## src/rtl/param_updown_counter.sv

```systemverilog
// param_updown_counter
// Parametrised up/down counter with parallel load, programmable step and
// terminal limit, and three boundary modes (wrap, saturate, one-shot).
// Produces a registered one-cycle terminal-count pulse (tc) and a one-shot
// done level.
// Optional snapshot register enabled by the macro PARAM_UPDOWN_COUNTER_CAPTURE_EN;
// without it capture_value is constant zero and no register is built.
module param_updown_counter #(
    parameter int WIDTH  = 8,
    parameter int STEP_W = 4
) (
    input  logic              clk,
    input  logic              reset,
    input  logic              load,
    input  logic [WIDTH-1:0]  load_value,
    input  logic              enable,
    input  logic              dir,
    input  logic [STEP_W-1:0] step,
    input  logic [WIDTH-1:0]  limit,
    input  logic [1:0]        mode,
    output logic [WIDTH-1:0]  count,
    output logic              tc,
    output logic              done,
    input  logic              capture,
    output logic [WIDTH-1:0]  capture_value
);

    localparam int EW = WIDTH + 1;

    typedef enum logic {
        ST_RUN  = 1'b0,
        ST_DONE = 1'b1
    } state_t;

    logic [WIDTH-1:0] count_reg, count_next;
    logic             tc_reg, tc_next;
    state_t           state_reg, state_next;

    // Boundary arithmetic is carried one bit wider than the count so that
    // count+step and count+limit+1 never lose their carry.
    logic [EW-1:0]    count_ext;
    logic [EW-1:0]    step_ext;
    logic [EW-1:0]    limit_ext;
    logic [EW-1:0]    limit_p1;
    logic [EW-1:0]    sum_up;
    logic [EW-1:0]    wrap_up;
    logic [EW-1:0]    wrap_dn;
    logic [WIDTH-1:0] step_w;
    logic [WIDTH-1:0] diff_dn;
    logic [WIDTH-1:0] wrap_up_val;
    logic [WIDTH-1:0] wrap_dn_val;
    logic [WIDTH-1:0] load_clamped;
    logic             above_limit;
    logic             up_ovf;
    logic             dn_unf;
    logic             mode_sat;
    logic             mode_one;

    assign count_ext = {1'b0, count_reg};
    assign step_ext  = EW'(step);
    assign step_w    = WIDTH'(step);
    assign limit_ext = {1'b0, limit};
    assign limit_p1  = limit_ext + EW'(1);

    assign sum_up  = count_ext + step_ext;
    assign wrap_up = sum_up - limit_p1;
    // May go "negative" (huge modulo value) when limit is small; the
    // range check below then clamps it to limit.
    assign wrap_dn = count_ext + limit_p1 - step_ext;
    assign diff_dn = count_reg - step_w;

    assign wrap_up_val  = (wrap_up > limit_ext) ? '0 : wrap_up[WIDTH-1:0];
    assign wrap_dn_val  = (wrap_dn > limit_ext) ? limit : wrap_dn[WIDTH-1:0];
    assign load_clamped = (load_value > limit) ? limit : load_value;

    // A count stranded above a lowered limit is always a boundary case.
    assign above_limit = (count_ext > limit_ext);
    assign up_ovf      = above_limit || (sum_up > limit_ext);
    assign dn_unf      = (step_ext > count_ext);

    // Reserved mode 11 falls through to wrap.
    assign mode_sat = (mode == 2'b01);
    assign mode_one = (mode == 2'b10);

    // Next-state / next-count decode: load beats enable; DONE ignores enable.
    always_comb begin
        count_next = count_reg;
        tc_next    = 1'b0;
        state_next = state_reg;
        if (load) begin
            count_next = load_clamped;
            state_next = ST_RUN;
        end else if (enable && (state_reg == ST_RUN) && (step != '0)) begin
            if (dir) begin
                if (up_ovf) begin
                    if (mode_sat) begin
                        count_next = limit;
                        tc_next    = (count_reg != limit);
                    end else if (mode_one) begin
                        count_next = limit;
                        tc_next    = 1'b1;
                        state_next = ST_DONE;
                    end else begin
                        count_next = wrap_up_val;
                        tc_next    = 1'b1;
                    end
                end else begin
                    count_next = sum_up[WIDTH-1:0];
                end
            end else begin
                if (above_limit) begin
                    count_next = limit;
                end else if (dn_unf) begin
                    if (mode_sat) begin
                        count_next = '0;
                        tc_next    = (count_reg != '0);
                    end else if (mode_one) begin
                        count_next = '0;
                        tc_next    = 1'b1;
                        state_next = ST_DONE;
                    end else begin
                        count_next = wrap_dn_val;
                        tc_next    = 1'b1;
                    end
                end else begin
                    count_next = diff_dn;
                end
            end
        end
    end

    // State, count and tc registers with synchronous reset.
    always_ff @(posedge clk) begin
        if (reset) begin
            count_reg <= '0;
            tc_reg    <= 1'b0;
            state_reg <= ST_RUN;
        end else begin
            count_reg <= count_next;
            tc_reg    <= tc_next;
            state_reg <= state_next;
        end
    end

    assign count = count_reg;
    assign tc    = tc_reg;
    assign done  = (state_reg == ST_DONE);

`ifdef PARAM_UPDOWN_COUNTER_CAPTURE_EN
    logic [WIDTH-1:0] capture_value_reg;

    // Snapshot of the pre-update count; only reset outranks the strobe.
    always_ff @(posedge clk) begin
        if (reset) begin
            capture_value_reg <= '0;
        end else if (capture) begin
            capture_value_reg <= count_reg;
        end
    end

    assign capture_value = capture_value_reg;
`else
    // Constant zero; capture is folded in only so the port is not dangling.
    assign capture_value = {WIDTH{1'b0}} & {WIDTH{capture}};
`endif

endmodule

```

## config.mk

```make
export PLATFORM = sky130hd
export DESIGN_NAME = param_updown_counter
export DESIGN_NICKNAME = d
export VERILOG_FILES = /design/src/rtl/param_updown_counter.sv
export SDC_FILE = /design/constraint.sdc
export NUM_CORES = 1
export LEC_CHECK = 0
export CORE_UTILIZATION = 40
export CTS_CLUSTER_DIAMETER = 200
export DETAILED_ROUTE_END_ITERATION = 7
export GPL_ROUTABILITY_DRIVEN = 0
export PLACE_DENSITY = 0.71
export SYNTH_ARGS = -nofsm -noshare
export SYNTH_HDL_FRONTEND = slang
export SYNTH_SLANG_ARGS = --single-unit
```

## constraint.sdc

```tcl
create_clock -name clk -period 4.9 [get_ports clk]
set_input_delay 0.98 -clock clk [delete_from_list [all_inputs] [get_ports clk]]
set_output_delay 0.98 -clock clk [all_outputs]
set_load 0.005 [all_outputs]
```

---- Word level (Yosys, flattened, before mapping) ----
Cells that the tools add are included.
storage, ports and cells
  memories ................................ 0
  flip-flop bits (word level) ............. 10
  input port bits ......................... 28
  bits in latches ......................... 0
  memory bits (writable) .................. 0
  memory bits (read-only) ................. 0
  word-level logic and storage cells ...... 57
cells by class
  $add $sub $neg .......................... 6
  equal/unequal tests ..................... 5
  muxes and demuxes ....................... 25
  reduce and logical (&&, ||, !) cells .... 10
  divide/modulo/power cells ............... 0
  shifts and indexed selects .............. 0
  order comparisons ....................... 6
  $mul .................................... 0
  bitwise logic cells ..................... 2
operator list
  kind                                                 count
  two-way mux 8 bit                                    13
  > comparator 9 x 8 -> 1 bit                          3
  > comparator 8 bit                                   2
  two-way mux 1 bit                                    12
  adder 8 x 1 -> 9 bit, second input constant          1
  adder 8 x 4 -> 9 bit                                 1
  adder 8 x 9 -> 9 bit                                 1
  subtractor 9 x 4 -> 9 bit                            1
  subtractor 9 bit                                     1
  > comparator 4 x 8 -> 1 bit                          1
  != test 8 bit                                        1
  nonzero test 8 bit                                   1
  subtractor 8 x 4 -> 8 bit                            1
  AND reduction 4 bit                                  1
  nonzero test 2 bit                                   2
  nonzero test 4 bit                                   1
  OR reduction 3 bit                                   1
  equality test 2 x 1 -> 1 bit, second input constant  1
  equality test 2 bit, second input constant           1
  logical AND 1 bit                                    2
  != test 2 x 1 -> 1 bit, second input constant        1
  != test 2 bit, second input constant                 1
  inverter 1 bit                                       2
  OR reduction 2 bit                                   1
  logical OR 1 bit                                     1

---- Logic depth before layout (Yosys ltp) ----
  depth after elaboration ................. 12
  gate-level depth with buffers ........... 21
  mapped depth without buffers ............ 20

---- Worst setup path before layout ----
OpenSTA, ideal clock, no wires.
  path type ............................... input -> register
  from .................................... input step[0]
  to ...................................... register count_reg[0], in the netlist count[0]
  data arrival time ....................... 4.840 ns
  setup slack ............................. -0.014 ns
  stages .................................. 19
  required time ........................... 4.826 ns
  path buffers ............................ 0
  path through ............................ ha_1 -> fa_1 -> nor2b_1 -> nor3_1 -> nor2_1 -> xnor2_1 -> ha_1 -> o21ai_0 -> or2b_2 -> a21boi_0 -> xor2_1 -> ha_1 -> nand3_1 -> or3_1 -> a21oi_1 -> o21ai_0 -> a2111oi_4 -> a221oi_1 -> a31oi_1
on the way
  longest elaborated chain between the ends .. 10
  elaborated cells on any way between the ends .. 24
  classes of those cells .................. add/sub: 4; order compare: 4; mux: 12; reduce/logical: 4
ends and longest elaborated chain
  element                                                            RTL line  text
  start: declaration                                                 18        input logic [STEP_W-1:0] step,
  adder 8 x 4 -> 9 bit or subtractor 9 x 4 -> 9 bit (tied branches)  65, 69
  subtractor 9 bit or > comparator 9 x 8 -> 1 bit (tied branches)    66, 73
  > comparator 9 x 8 -> 1 bit or two-way mux 8 bit (tied branches)   72, 73
  two-way mux 8 bit, on equally long branches                        72, 117
  two-way mux 8 bit, on equally long branches                        99, 114
  two-way mux 8 bit, on equally long branches                        96, 113
  two-way mux 8 bit, on equally long branches                        95, 111
  two-way mux 8 bit                                                  94        if (dir) begin
  two-way mux 8 bit                                                  93        end else if (enable && (state_reg == ST_RUN) && (step != '0)) begin
  two-way mux 8 bit                                                  90        if (load) begin
  end signal: assignment                                             139       count_reg <= count_next;
  end: declaration                                                   35        logic [WIDTH-1:0] count_reg, count_next;
Parallel ways exist; a longest one is shown, timed or not. The select of a mux whose other input is x is not followed.
A chain may end at the register's enable or synchronous reset.

---- Worst setup path in the final report ----
  from .................................... input step[0]
  to ...................................... register count_reg[1], in the netlist count[1]
Same word-level chain as after synthesis.

==> impl_results.md <==
- Status: finished clean
- Antenna-violating nets left: 0
- Max-cap violations: 0
- WS Path Type: in2reg
- CORE AREA: 0.00838 mm2
- Metal-1 WL: 5100 um
- Final setup viols: 0
- Post-route DRC: 0
- Async SR Flop Fraction: 0
- ANT cells: 0
- Clock tree buffer depth: 2
- CTS sink count: 10
- CTS tree: done
- Die ar.: 0.00919 mm2
- Synth warn: 0
- Worst setup SP type: input port
- Fin area: 0.00526 mm2
- Vias per cell: 6.04
- Fmax: around 210 MHz
- Sw Share: 0.468
- HP Class: reg2reg
- R2R cell count: 16
- Port buffer count: 36
- Initial drt markers: 283
- Vias: 4255
- Syn-to-layout area delta: 49.2%
- Post-layout net count: 704
- Sequential power share: 0.062
- Cells after synthesis: between 400 and 500
- WL met2: 6130 um
- CP arrival: 4.97 ns
- CP Max Fanout: 6
- Cell Pwr Density: 350 mW/mm2
- CTS Buf Count: 3
- Leakage: roughly 0.0024 uW
- Cell variety after synth: 70
- Worst-path clk slew: around 0.060 ns
- Hold Path Depth: 2
- Chip height: 95.9 um
- # IOs: 46
- First-pass GRT wire length: 20800 um
- Vias in the first global route: 4228
- DR pass1 iterations: 5
- Initial antenna violation count: 0
- Final Critical Period: 4.80 ns
- Final WL: between 10000 and 15000 um
- Max rail drop VDD: between 0.2 and 0.25 mV
- Fill count: 682
- Fin crit share: 0.980
- Mapped Avg Cell Area: 7.66 um2
- Clock latency on the worst-skew pair: ~0.25 ns
- Mapped Area: 0.00352 mm2
- DR WL/cell: 19.2 um
- RSZ-0062 raised after global routing: yes
- Share of cells above drive strength 1: 0.351
- Crit. End Element: register
- Clock network fraction of design power: 0.061
- DR top layer: met4
- Final slew viol count: 0
- P_int: 978 uW
- Clk_skew: 0.00334 ns
- Most used DFF post-synth: dfxtp_1
- Worst EP required: 5.07 ns
- Total track usage: 0.304
- Cts hold-fix bufs: 0
- Max H-tree Level: 1
- Final hold vios: 0
- Flop and latch count out of synthesis: 10
- Gr ovfl total: 0
- Tightest Pin Transition: 0.902 ns
- Gate power share: 0.877
- Die W: 95.9 um
- Util after Layout: 0.627
- Slew HR: 0.399
- Root buf cell: clkbuf_8
- Pin count of the biggest net entering global routing: 13
- WHS: 0.486 ns
- FP Rows: 33
- Post-synth EDFFs: 0
- Met3 Wirelength: 1560 um
- Starting density of the core: 0.420
- DPL Wire Length: 10500 um
- Placed Area: 0.00465 mm2
- Sequential fraction of the synthesis area: 0.0568
- Max reg flops: 8
- Switch Pwr: around 860 uW
==> layout make-up <==
type / instances / area (um2) / share of cell area
inverters: 51 / 195 / 0.0371
clock buffers: 4 / 55.1 / 0.0105
repair buffers: 149 / 1220 / 0.232
multi-input cells: 385 / 3460 / 0.657
well taps: 105 / 131 / 0.0250
flip-flops and latches: 10 / 200 / 0.0381
==> power by group through the flow <==
stage / Clock [uW] / Combinational, uW / Sequential [uW]
3_3_place_gp: 0 / 1240 / 112
3_5_place_dp: 0 / 1280 / 112
2_1_floorplan: 0 / 732 / 105
4_1_cts: 107 / 1470 / 112
6_report: 112 / 1610 / 115
5_1_grt: 112 / 1740 / 114
==> critical path, stage by stage <==
cell and delay (ns):
buf_8 0.10, ha_4 0.15, fa_2 0.35, nor2b_4 0.14, o21ai_0 0.13, or2b_4 0.31
xnor2_4 0.23, ha_4 0.25, o21a_1 0.09, o31a_1 0.11, o21a_1 0.20, nor2_2 0.10
xnor2_1 0.10, ha_1 0.32, nand3_2 0.07, or3_4 0.34, a21oi_2 0.16, o21ai_2 0.10
a2111oi_4 0.33, buf_6 0.18, a221oi_1 0.09, a31oi_1 0.14
==> metal layers <==
metal | global-route usage | vias up
li1 | - | 1963
met1 | 0.374 | 1970
met2 | 0.499 | 254
met3 | 0.0569 | 68
met4 | 0.162 | 0
met5 | 0 | -
==> cells by family after synthesis <==
| kind of cell | count (synthesis) | share of synthesized area |
|---|---|---|
| fa+ha+maj | 76 | 0.285 |
| xor+xnor | 27 | 0.0671 |
| simple gates | 135 | 0.208 |
| compound gates | 135 | 0.271 |
| mux | 4 | 0.0117 |
| other cells | 1 | 0.00106 |
| flops | 10 | 0.0568 |
| buf+inv | 72 | 0.0991 |
==> cells in the mapped netlist (all sizes together) (3+ instances only) <==
cell type,count,area share
o31a,3,0.0075
o21ai,34,0.048
xnor2,25,0.062
fa,7,0.040
a21o,5,0.011
or3,5,0.0092
nand4,4,0.0071
or4,3,0.0078
mux2i,3,0.0085
inv,50,0.053
or2,3,0.0053
a221oi,8,0.020
and3,4,0.0075
nor3,7,0.0099
dfxtp,10,0.057
nor4,6,0.012
o31ai,4,0.0085
nor2b,7,0.012
a21oi,25,0.036
nor2,32,0.034
ha,69,0.25
o211a,3,0.0085
clkbuf,7,0.011
nand2b,4,0.0071
a311o,6,0.018
o21a,8,0.017
nor4b,6,0.019
a31oi,9,0.016
nand2,22,0.023
nand3b,3,0.0064
nand3,23,0.033
o211ai,8,0.017
buf,13,0.031
==> layout by cell type (no fill, tap or decap), types with 5 or more instances in the layout <==
cell,instances
ha_4,12
clkdlybuf4s50_1,26
nand2_1,21
inv_1,43
nor2_2,5
nor2b_1,6
buf_6,7
nand3_1,18
buf_4,107
nand3_2,5
a21oi_1,20
a221oi_1,5
o21a_1,8
dfxtp_1,10
nor3_1,5
a31oi_1,8
xnor2_1,17
conb_1,8
a21o_1,5
nor2_1,27
ha_1,55
inv_2,6
o21ai_0,21
xnor2_2,7
o21ai_1,11
o211ai_1,8
==> per-stage QoR <==
| stage | instances | setup TNS, ns | power, uW | setup slack (ns) |
|---|---|---|---|---|
| 2_1_floorplan | 467 | 0 | 837 | 0.00730 |
| 3_3_place_gp | 688 | -5.94 | 1350 | -0.809 |
| 3_5_place_dp | 688 | -6.94 | 1400 | -0.961 |
| 4_1_cts | 701 | 0 | 1690 | 0.0221 |
| 5_1_grt | 704 | -0.952 | 1970 | -0.175 |
| 6_report | 704 | 0 | 1840 | 0.0987 |
==> worst paths after layout <==
check | startpoint | endpoint | slack, ns
setup reg to reg | count[3] | count[1] | 0.50
setup / recovery | step[0] | count[1] | 0.1
hold reg to reg | done | done | 0.49
hold / removal | done | done | 0.49
==> timing repair <==
| item | CTS | global route |
|---|---|---|
| setup endpoints to repair | 8 | 8 |
| resized for setup | 77 | 53 |
| setup buffers | 10 | 3 |
| pin swaps | 29 | 36 |
(Power assumes the default switching activity.)
==> RTL change: new RTL, same settings <==
Change the parameter `WIDTH` from 8 to 7.
--- a/src/rtl/param_updown_counter.sv
+++ b/src/rtl/param_updown_counter.sv
@@ -6,7 +6,7 @@
 // Optional snapshot register enabled by the macro PARAM_UPDOWN_COUNTER_CAPTURE_EN;
 // without it capture_value is constant zero and no register is built.
 module param_updown_counter #(
-    parameter int WIDTH  = 8,
+    parameter int WIDTH  = 7,
     parameter int STEP_W = 4
 ) (
     input  logic              clk,
Ports: changed (resized capture_value, count, limit and load_value); port bits go from 46 to 42. No check against the original RTL was run, so the function may have changed too.
==> RTL change against the unedited design <==
The flow now finishes with violations (design-rule violations). Clock power decreased by 19%. Sequential cell count is 1 lower. Highest routed layer unchanged. Final area fell by 13%. Sequential share of layout area is 0.12 points higher. Area after synthesis decreased by 10%. Wire length is 15% lower. Via count down 11%. Critical path type unchanged. Largest power group unchanged. Count of clock-buffer cells in the layout did not move. Power is 11% lower. Worst setup slack improved by 32 ps.
==> RTL change: results (changes against the unedited design) <==
- Status: complete, but fails checks
- Failing checks: design-rule violations
- Worst Skew: 7.13 ps (+3.79 ps)
- Total GRT Usage: 27.5% (-2.8 points)
- Slowest stage delay, CP: 420 ps (+70 ps)
- Fillers: 687 (+0.73%)
- Internal reg-to-reg setup slack: 420 ps (-80 ps)
- R2r endpoint: count[0]$_SDFFE_PP0P_
- Setup slack at placement: -670 ps (+292 ps)
- Drt total wl: 11600 um (-15%)
- Hpwl dp: 8920 um (-15%)
- Root buf cell: clkbuf_8
- IO Port Bufs: 33 (-8.3%)
- CP max FO: 4 (-2)
- Cts bufs inserted: 3 (unchanged)
- Reg-to-Reg Start: count[1]$_SDFFE_PP0P_
- Share of cells above drive strength 1: 27.7% (-7.3 points)
- Peak VDD IR: 0.228 mV (+3.6%)
- N_diodes: 0 (unchanged)
- Clock-pin slew on the worst setup and hold paths: 50 ps
- Yosys cell types: 61 (-13%)
- Commonest cells post-synth: 61 x ha_1, 49 x inv_1, 38 x nand2_1
- Sequential fraction of the synthesis area: 5.69% (+0.0099 points)
- Largest register FFs: 7 (-1)
- Remaining DRCs: 1 (+1)
- Nets: 643 (-8.7%)
- Via density: 5.81 (-3.8%)
- Hold Path Class: register to register
- CP arrival: 4960 ps (about the same)
- Drt first-iter violations: 499 (+76%)
- First-pass GRT wire length: 18100 um (-13%)
- Main synth FF type: dfxtp_1
- Leak Pwr: 2.16 nW (-9.6%)
- Worst R2R Path Depth: 19 (+3)
- Pre-antenna DRT Iters: 7 (+2)
- Vias in the first global route: 3639 (-14%)
- Setup crit start: step[1]
- Min-delay src: done$_SDFFE_PP0P_
- Worst-margin pin slew: 1000 ps (+102 ps)
- CP top delay family: compound AO/OA/AOI/OAI gates
- Hold Path Sink: done$_SDFFE_PP0P_
- Number of antenna violations at the first check in global routing: 0 (unchanged)
- Synth area leaders: ha_1 24%, inv_1 5.8%, dfxtp_1 5.7%, xnor2_1 5.0%, nand2_1 4.5%
## RTL change: cell types whose count changed after synthesis, moves of 8 or more
cell / change
nand2_1: +16
o21ai_0: -17
nor2_1: -9
ha_1: -8
## RTL change: per-layer routing
metal  wire length [um]  GRT usage (%)
met4                553           10.7
met1               4740           35.6
met2               5270           46.2
met5                  0              0
met3               1000           3.77
## RTL change: area by class of cell
type	instances	area, sq um	area share [%]
Clock buffer	4	45.0	0.982
Inverter	50	188	4.09
Multi-Input combinational cell	359	3020	65.8
Sequential cell	9	180	3.93
Tap cell	102	128	2.78
Timing Repair Buffer	126	1030	22.4
## RTL change: worst max-delay path by stage
stage,depth (start not counted),endpoint,slack (ps)
floorplan,18,count[0]$_SDFFE_PP0P_,60
global placement,18,count[0]$_SDFFE_PP0P_,-600
detailed placement,20,count[0]$_SDFFE_PP0P_,-670
CTS,19,count[0]$_SDFFE_PP0P_,4
global route,21,count[3]$_SDFFE_PP0P_,-30
finish,21,count[0]$_SDFFE_PP0P_,130
## RTL change: worst min-delay path, cell delays in order, from the launching register on
cell	delay, ps
dfxtp_1	320
a31oi_1	140
nor3_1	50
## RTL change: cells by family (layout without fill, tap and decap cells)
logic type | Yosys count | after routing | share of synthesized area, %
simple gates | 136 | 136 | 21.3
compound gates | 115 | 115 | 25.7
fa+ha+maj | 68 | 68 | 28.5
buf+inv | 66 | 180 | 8.89
xor+xnor | 24 | 24 | 6.88
mux | 9 | 9 | 2.89
flops | 9 | 9 | 5.69
other cells | 1 | 7 | 0.118
## RTL change: metrics by stage
stage | utilization, % | hold slack, ps | cell area (sq um) | std cells | setup TNS, ps
3_5_place_dp | 53.7 | 555 | 4130 | 630 | -4440
6_report | 59.7 | 560 | 4590 | 650 | 0
4_1_cts | 57.0 | 559 | 4380 | 647 | 0
3_3_place_gp | 53.7 | 549 | 4130 | 630 | -3880
5_1_grt | 59.7 | 645 | 4590 | 650 | -101
2_1_floorplan | - | 531 | 3190 | 434 | 0
## RTL change: what timing repair did
action | 4_1_cts | 5_1_grt
hold buffers | 0 | 0
pin swaps | 25 | 33
resized for setup | 37 | 37
setup buffers | 13 | 4
endpoints found under the setup margin | 7 | 8
## RTL change: where the power goes
group	internal [W]	switching, W
logic	0.000716	0.000732
clock network	0.0000571	0.0000338
registers	0.0000829	0.0000213
total	0.000856	0.000788
